===== src/rtl/sprite_blitter.sv =====
// Pixel-stream generator for the VGA plot path: full background redraw, or
// sprite move (restore background under the old rectangle, then draw the sprite).
module sprite_blitter #(
    parameter int             SCR_W      = 160,
    parameter int             SCR_H      = 120,
    parameter int             SPR_W      = 9,
    parameter int             SPR_H      = 9,
    parameter int             CW         = 3,
    parameter int             ROM_LAT    = 1,
    parameter logic [CW-1:0]  TRANSP_KEY = CW'(3'b101),
    localparam int            XW         = $clog2(SCR_W),
    localparam int            YW         = $clog2(SCR_H),
    localparam int            BAW        = $clog2(SCR_W * SCR_H),
    localparam int            SAW        = $clog2(SPR_W * SPR_H)
) (
    input  logic           clk,
    input  logic           resetn,
    input  logic           start,
    input  logic           mode,
    input  logic [XW-1:0]  spr_x,
    input  logic [YW-1:0]  spr_y,
    output logic           busy,
    output logic           done,
    output logic [BAW-1:0] bg_addr,
    input  logic [CW-1:0]  bg_data,
    output logic [SAW-1:0] spr_addr,
    input  logic [CW-1:0]  spr_data,
    output logic [XW-1:0]  x,
    output logic [YW-1:0]  y,
    output logic [CW-1:0]  colour,
    output logic           plot
);

    localparam int CXW = ($clog2(SPR_W) > XW) ? $clog2(SPR_W) : XW;
    localparam int CYW = ($clog2(SPR_H) > YW) ? $clog2(SPR_H) : YW;
    localparam int FW  = (ROM_LAT > 1) ? $clog2(ROM_LAT) : 1;

    typedef enum logic [2:0] {IDLE, FULL, ERASE, DRAW, FLUSH, DONE} state_t;

    typedef struct packed {
        logic          v;
        logic          spr;
        logic          clip;
        logic [XW-1:0] x;
        logic [YW-1:0] y;
    } pix_t;

    state_t          state, state_nxt;
    logic            cmd_mode;
    logic [XW-1:0]   cmd_x, old_x;
    logic [YW-1:0]   cmd_y, old_y;
    logic            old_valid;
    logic [CXW-1:0]  ix;
    logic [CYW-1:0]  iy;
    logic [FW-1:0]   fl_cnt;

    logic            scanning, x_last, y_last, accept, eff_old_valid;
    logic [XW:0]     px;
    logic [YW:0]     py;
    logic            clip;
    pix_t            issue;
    pix_t            pipe [ROM_LAT];
    pix_t            tail;

    always_comb begin
        // NOTE: every variable gets a default first so no path leaves it unassigned (no latch).
        state_nxt     = state;
        scanning      = (state == FULL) || (state == ERASE) || (state == DRAW);
        x_last        = (state == FULL) ? (ix == CXW'(SCR_W - 1)) : (ix == CXW'(SPR_W - 1));
        y_last        = (state == FULL) ? (iy == CYW'(SCR_H - 1)) : (iy == CYW'(SPR_H - 1));
        accept        = start && ((state == IDLE) || (state == DONE));
        // In DONE the finishing command's bookkeeping has not landed yet.
        eff_old_valid = (state == DONE) ? cmd_mode : old_valid;

        case (state)
            IDLE, DONE: begin
                if (start)
                    state_nxt = mode ? (eff_old_valid ? ERASE : DRAW) : FULL;
                else
                    state_nxt = IDLE;
            end
            FULL, DRAW: if (x_last && y_last) state_nxt = FLUSH;
            ERASE:      if (x_last && y_last) state_nxt = DRAW;
            FLUSH:      if (fl_cnt == FW'(ROM_LAT - 1)) state_nxt = DONE;
            default:    state_nxt = IDLE;
        endcase
    end

    // Sums are one bit wider than the screen coordinate so off-screen pixels are clipped, not wrapped.
    always_comb begin
        case (state)
            ERASE: begin
                px = {1'b0, old_x} + (XW+1)'(ix);
                py = {1'b0, old_y} + (YW+1)'(iy);
            end
            DRAW: begin
                px = {1'b0, cmd_x} + (XW+1)'(ix);
                py = {1'b0, cmd_y} + (YW+1)'(iy);
            end
            default: begin
                px = (XW+1)'(ix);
                py = (YW+1)'(iy);
            end
        endcase
        clip       = (px >= (XW+1)'(SCR_W)) || (py >= (YW+1)'(SCR_H));
        issue.v    = scanning;
        issue.spr  = (state == DRAW);
        issue.clip = clip;
        issue.x    = px[XW-1:0];
        issue.y    = py[YW-1:0];
    end

    assign bg_addr  = ((state == FULL) || (state == ERASE))
                    ? BAW'(py) * BAW'(SCR_W) + BAW'(px) : '0;
    assign spr_addr = (state == DRAW) ? SAW'(iy) * SAW'(SPR_W) + SAW'(ix) : '0;

    // NOTE: sequential state uses non-blocking assignments so every register samples pre-edge values.
    always_ff @(posedge clk or negedge resetn) begin
        if (!resetn) state <= IDLE;
        else         state <= state_nxt;
    end

    always_ff @(posedge clk or negedge resetn) begin
        if (!resetn) begin
            cmd_mode  <= 1'b0;
            cmd_x     <= '0;
            cmd_y     <= '0;
            old_valid <= 1'b0;
            old_x     <= '0;
            old_y     <= '0;
        end else begin
            if (state == DONE) begin
                old_valid <= cmd_mode;
                if (cmd_mode) begin
                    old_x <= cmd_x;
                    old_y <= cmd_y;
                end
            end
            if (accept) begin
                cmd_mode <= mode;
                cmd_x    <= spr_x;
                cmd_y    <= spr_y;
            end
        end
    end

    // Scan counters wrap to zero at the end of each rectangle, ready for the next scan.
    always_ff @(posedge clk or negedge resetn) begin
        if (!resetn) begin
            ix     <= '0;
            iy     <= '0;
            fl_cnt <= '0;
        end else begin
            if (scanning) begin
                if (x_last) begin
                    ix <= '0;
                    iy <= y_last ? '0 : iy + 1'b1;
                end else begin
                    ix <= ix + 1'b1;
                end
            end else begin
                ix <= '0;
                iy <= '0;
            end
            fl_cnt <= (state == FLUSH) ? fl_cnt + 1'b1 : '0;
        end
    end

    // NOTE: the delay line is reset so an abandoned command cannot leak a stale plot.
    always_ff @(posedge clk or negedge resetn) begin
        if (!resetn) begin
            for (int i = 0; i < ROM_LAT; i++) pipe[i] <= '0;
        end else begin
            pipe[0] <= issue;
            for (int i = 1; i < ROM_LAT; i++) pipe[i] <= pipe[i-1];
        end
    end

    assign tail   = pipe[ROM_LAT-1];
    assign x      = tail.x;
    assign y      = tail.y;
    assign colour = !tail.v ? '0 : (tail.spr ? spr_data : bg_data);
    assign plot   = tail.v && !tail.clip && !(tail.spr && (spr_data == TRANSP_KEY));
    assign busy   = (state == FULL) || (state == ERASE) || (state == DRAW) || (state == FLUSH);
    assign done   = (state == DONE);

endmodule


===== config.mk =====
export PLATFORM = sky130hd
export DESIGN_NAME = sprite_blitter
export DESIGN_NICKNAME = d
export VERILOG_FILES = /design/src/rtl/sprite_blitter.sv
export SDC_FILE = /design/constraint.sdc
export NUM_CORES = 1
export LEC_CHECK = 0
export ABC_CLOCK_PERIOD_IN_PS = 6100
export CAP_MARGIN = 10
export CORE_UTILIZATION = 50
export DETAILED_ROUTE_END_ITERATION = 12
export DONT_BUFFER_PORTS = 1
export GPL_TIMING_DRIVEN = 1
export PLACE_DENSITY = 0.76
export SLEW_MARGIN = 15
export SYNTH_ARGS = -nofsm -noshare
export SYNTH_HDL_FRONTEND = slang
export SYNTH_SLANG_ARGS = --single-unit

===== constraint.sdc =====
create_clock -name clk -period 6.1 [get_ports clk]
set_input_delay 1.83 -clock clk [delete_from_list [all_inputs] [get_ports clk]]
set_output_delay 1.83 -clock clk [all_outputs]
set_load 0.005 [all_outputs]

==> flow_metrics.py, run 1 <==
metrics = {
    "yosys": {
        "syn_inst": 491,
        "syn_area_sq_um": 4870,
        "synth_warnings": 0,
        "yosysUniqueCellTypes": 54,
        "synth_top_cell_by_area": "dfrtp_1",
        "syn-num-nets": 564,
        "synth-edff-count": 0,
        "ys_ff_latch": 69,
        "ys.flop_type": "dfrtp_1",
        "ys_seq_area_share_pct": 35.4,
        "yosys.area.top_type_share_pct": 35.4,
        "synth.area.top_cells": "dfrtp_1, mux2_2, ha_1",
        "avgSynthCellArea_sq_um": 9.92,
        "async_flop_share_pct": 100,
    },
    "sta": {
        "setup_slack_ns": -0.0877,
        "clock_skew_ns": 0.0115,
        "setup_viol": 2,
        "hold_viol_final": 0,
        "rsz0062_at_grt": "yes",
        "period_share_pct": 101,
        "maxSlewViolCount": 0,
        "layout_min_cycle_time_ns": 6.19,
        "tightest_slew_ns": 0.993,
        "fmax_ghz": 0.162,
        "max-slew-margin-rel_pct": 33.8,
    },
    "global_routing": {
        "grt_max_degree": 70,
        "antenna_found_initial": 0,
        "grt_overflow": 0,
        "grt_pass1_vias": 3506,
        "grt_pass1_wl_um": 17400,
        "grt_use_total_pct": 22.6,
    },
    "critical_path": {
        "r2r_slack_ns": 2.92,
        "arrival_ns": 4.36,
        "required_ns": 4.27,
        "cp-start-kind": "flop",
        "critPathCaptureType": "output port",
        "critPathMaxFanout": 6,
        "setup.worst_path.class": "reg -> out",
    },
    "clock_network": {
        "root_buffer": "clkbuf_8",
        "clk_latency_ns": 0.37,
        "cts_buffers": 9,
        "cts_buffer_depth": 2,
        "cts.sinks": 69,
        "h-tree-depth": 3,
        "clk_pin_slew_ns": 0.08,
        "cts_tree": "yes",
    },
    "routing": {
        "initialDrtViolationCount": 193,
        "firstDrtPassIters": 4,
        "drt_wl_total_um": 11000,
        "route.detailed.drc": 0,
        "wl_per_cell_um": 17.3,
        "avgViaCountPerCell": 5.53,
        "vias": 3526,
        "ant_nets": 0,
    },
    "finish": {
        "antennaDiodeCount": 0,
        "final_cell_area_sq_um": 5620,
        "drive_gt1_share_pct": 28.9,
        "layout.cells.non_filler": 638,
        "syn_to_final_growth_pct": 15.4,
        "fin_util_pct": 60.3,
        "final_net_count": 577,
    },
    "status": {
        "violations": "negative setup slack",
        "status": "finished, violations left",
    },
    "floorplanning": {
        "row_count": 35,
        "core_area_sq_um": 9330,
        "die_y_um": 101,
        "ios": 68,
        "dieWidth_um": 101,
        "start_util_pct": 52.2,
        "fp.dieArea_sq_um": 10100,
    },
    "placed_design": {
        "dp_cells": 600,
        "dp_hpwl_um": 7690,
        "dp_slack_ns": 0.0692,
        "gp_congestion": 0.867,
        "io_buffers": 0,
        "placed_cell_area_sq_um": 4960,
    },
    "run": {
        "cap_viol_max_count": 0,
    },
    "pwr": {
        "vdd_drop_max_mv": 0.150,
        "p_leak_nw": 2.79,
        "p_per_area_nw_per_um2": 157,
    },
    "min_path": {
        "hold_path_class": "reg -> reg",
    },
}
==> final cells by class <==
cell class                      count  area (sq um)
Clock buffer                       10           128
Clock inverter                      6          93.8
Fill cell                         779          3710
Inverter                           31           116
Multi-Input combinational cell    359          3130
Sequential cell                    69          1730
Tap cell                          129           161
Timing Repair Buffer               34           267
==> cell usage in the layout (no fill, tap or decap), types with 10 or more instances in the layout <==
cell and count:
nor2_1 31, inv_1 29, dfrtp_1 69, buf_4 31, nand2_1 32, mux2_2 43, o21ai_0 19, nand3_1 10
xnor2_1 22, ha_1 32, a21oi_1 17, xor2_1 12
==> synth_stat cells, drive strengths merged (5+ instances only) <==
| master | number |
|---|---|
| nand2b | 10 |
| nor2 | 32 |
| inv | 31 |
| dfrtp | 69 |
| buf | 18 |
| mux2 | 46 |
| fa | 7 |
| clkbuf | 14 |
| nor3b | 6 |
| ha | 41 |
| and3 | 9 |
| xnor2 | 26 |
| a21oi | 26 |
| a21o | 9 |
| nor3 | 5 |
| o21ai | 24 |
| o31ai | 5 |
| nor2b | 10 |
| xor2 | 13 |
| nand2 | 35 |
| nand3 | 10 |
==> flip-flops by register name, indices dropped and copies added, names as in the netlist <==
register and cells:
state 3, old_x 8, iy 7, pipe 3, x 8, cmd_mode 1
ix 8, old_valid 1, y 7, old_y 7, fl_cnt 1, cmd_y 7
cmd_x 8
==> routing by layer <==
metal,vias to the layer above,global-route usage (%),part of all wire (%)
met4,0,7.02,1.8
met5,-,0,0
met1,1686,29.0,44
met3,16,5.69,5.9
li1,1719,-,-
met2,105,37.5,48
==> worst paths after layout <==
path	startpoint	endpoint	depth (start not counted)
max in group asynchronous	resetn	x[1]	0
min reg2reg	fl_cnt	fl_cnt	1
max	state[2]	bg_addr[14]	17
max reg2reg	state[2]	pipe[15]	13
min	fl_cnt	fl_cnt	1
min in group asynchronous	resetn	cmd_mode	0
==> worst max-delay path: stages (launching register included) <==
cell and delay [ns]:
dfrtp_1 0.42, nor2b_4 0.16, nand2_4 0.10, buf_6 0.15, mux2_4 0.32, ha_4 0.24
or3b_4 0.37, or3_1 0.31, and3_4 0.21, buf_4 0.16, a21oi_2 0.21, ha_4 0.25
o21a_1 0.12, o21ai_1 0.16, or3b_4 0.41, o22ai_4 0.13, o211ai_1 0.11, nor3b_2 0.17
==> where the power goes <==
| group | switching, mW | total, mW | internal (mW) |
|---|---|---|---|
| clock network | 0.192 | 0.426 | 0.234 |
| registers | 0 | 0.457 | 0.457 |
| logic | 0.000734 | 0.00154 | 0.000803 |
==> timing repair <==
action,CTS,global route
resized for setup,34,23
hold buffers,0,0
pin swaps,19,16
setup endpoints to repair,5,6
setup buffers,18,4
cloned,0,0
==> through the flow <==
stage	hold WS (ns)	setup TNS [ns]	power (mW)
after floorplan	0.403	0	0.468
after global placement	0.419	0	0.468
after detailed placement	0.431	0	0.468
after CTS	0.443	-0.134	0.893
after global routing	0.470	-0.734	0.914
final	0.445	-0.112	0.884
==> cell families (layout without fill, tap and decap cells) <==
family	count (synthesis)	in the layout	share of synthesized area, %
adders and majority gates	48	48	13.4
and+or+nand+nor	134	134	14.2
buffers and inverters	63	81	6.34
AOI/OAI and AO/OA	88	88	11.9
DFF	69	69	35.4
xor gates and xnor gates	40	40	7.47
muxes	49	49	11.2
Power figures use the tool's default switching activity.
==> inputs of run 2 (changes only) <==
--- a/config.mk
+++ b/config.mk
@@ -12,7 +12,6 @@
 export DONT_BUFFER_PORTS = 1
 export GPL_TIMING_DRIVEN = 1
 export PLACE_DENSITY = 0.76
-export SLEW_MARGIN = 15
 export SYNTH_ARGS = -nofsm -noshare
 export SYNTH_HDL_FRONTEND = slang
 export SYNTH_SLANG_ARGS = --single-unit
==> results of run 2 <==
Final layout, timing and power as in run 1 (identical DEF).
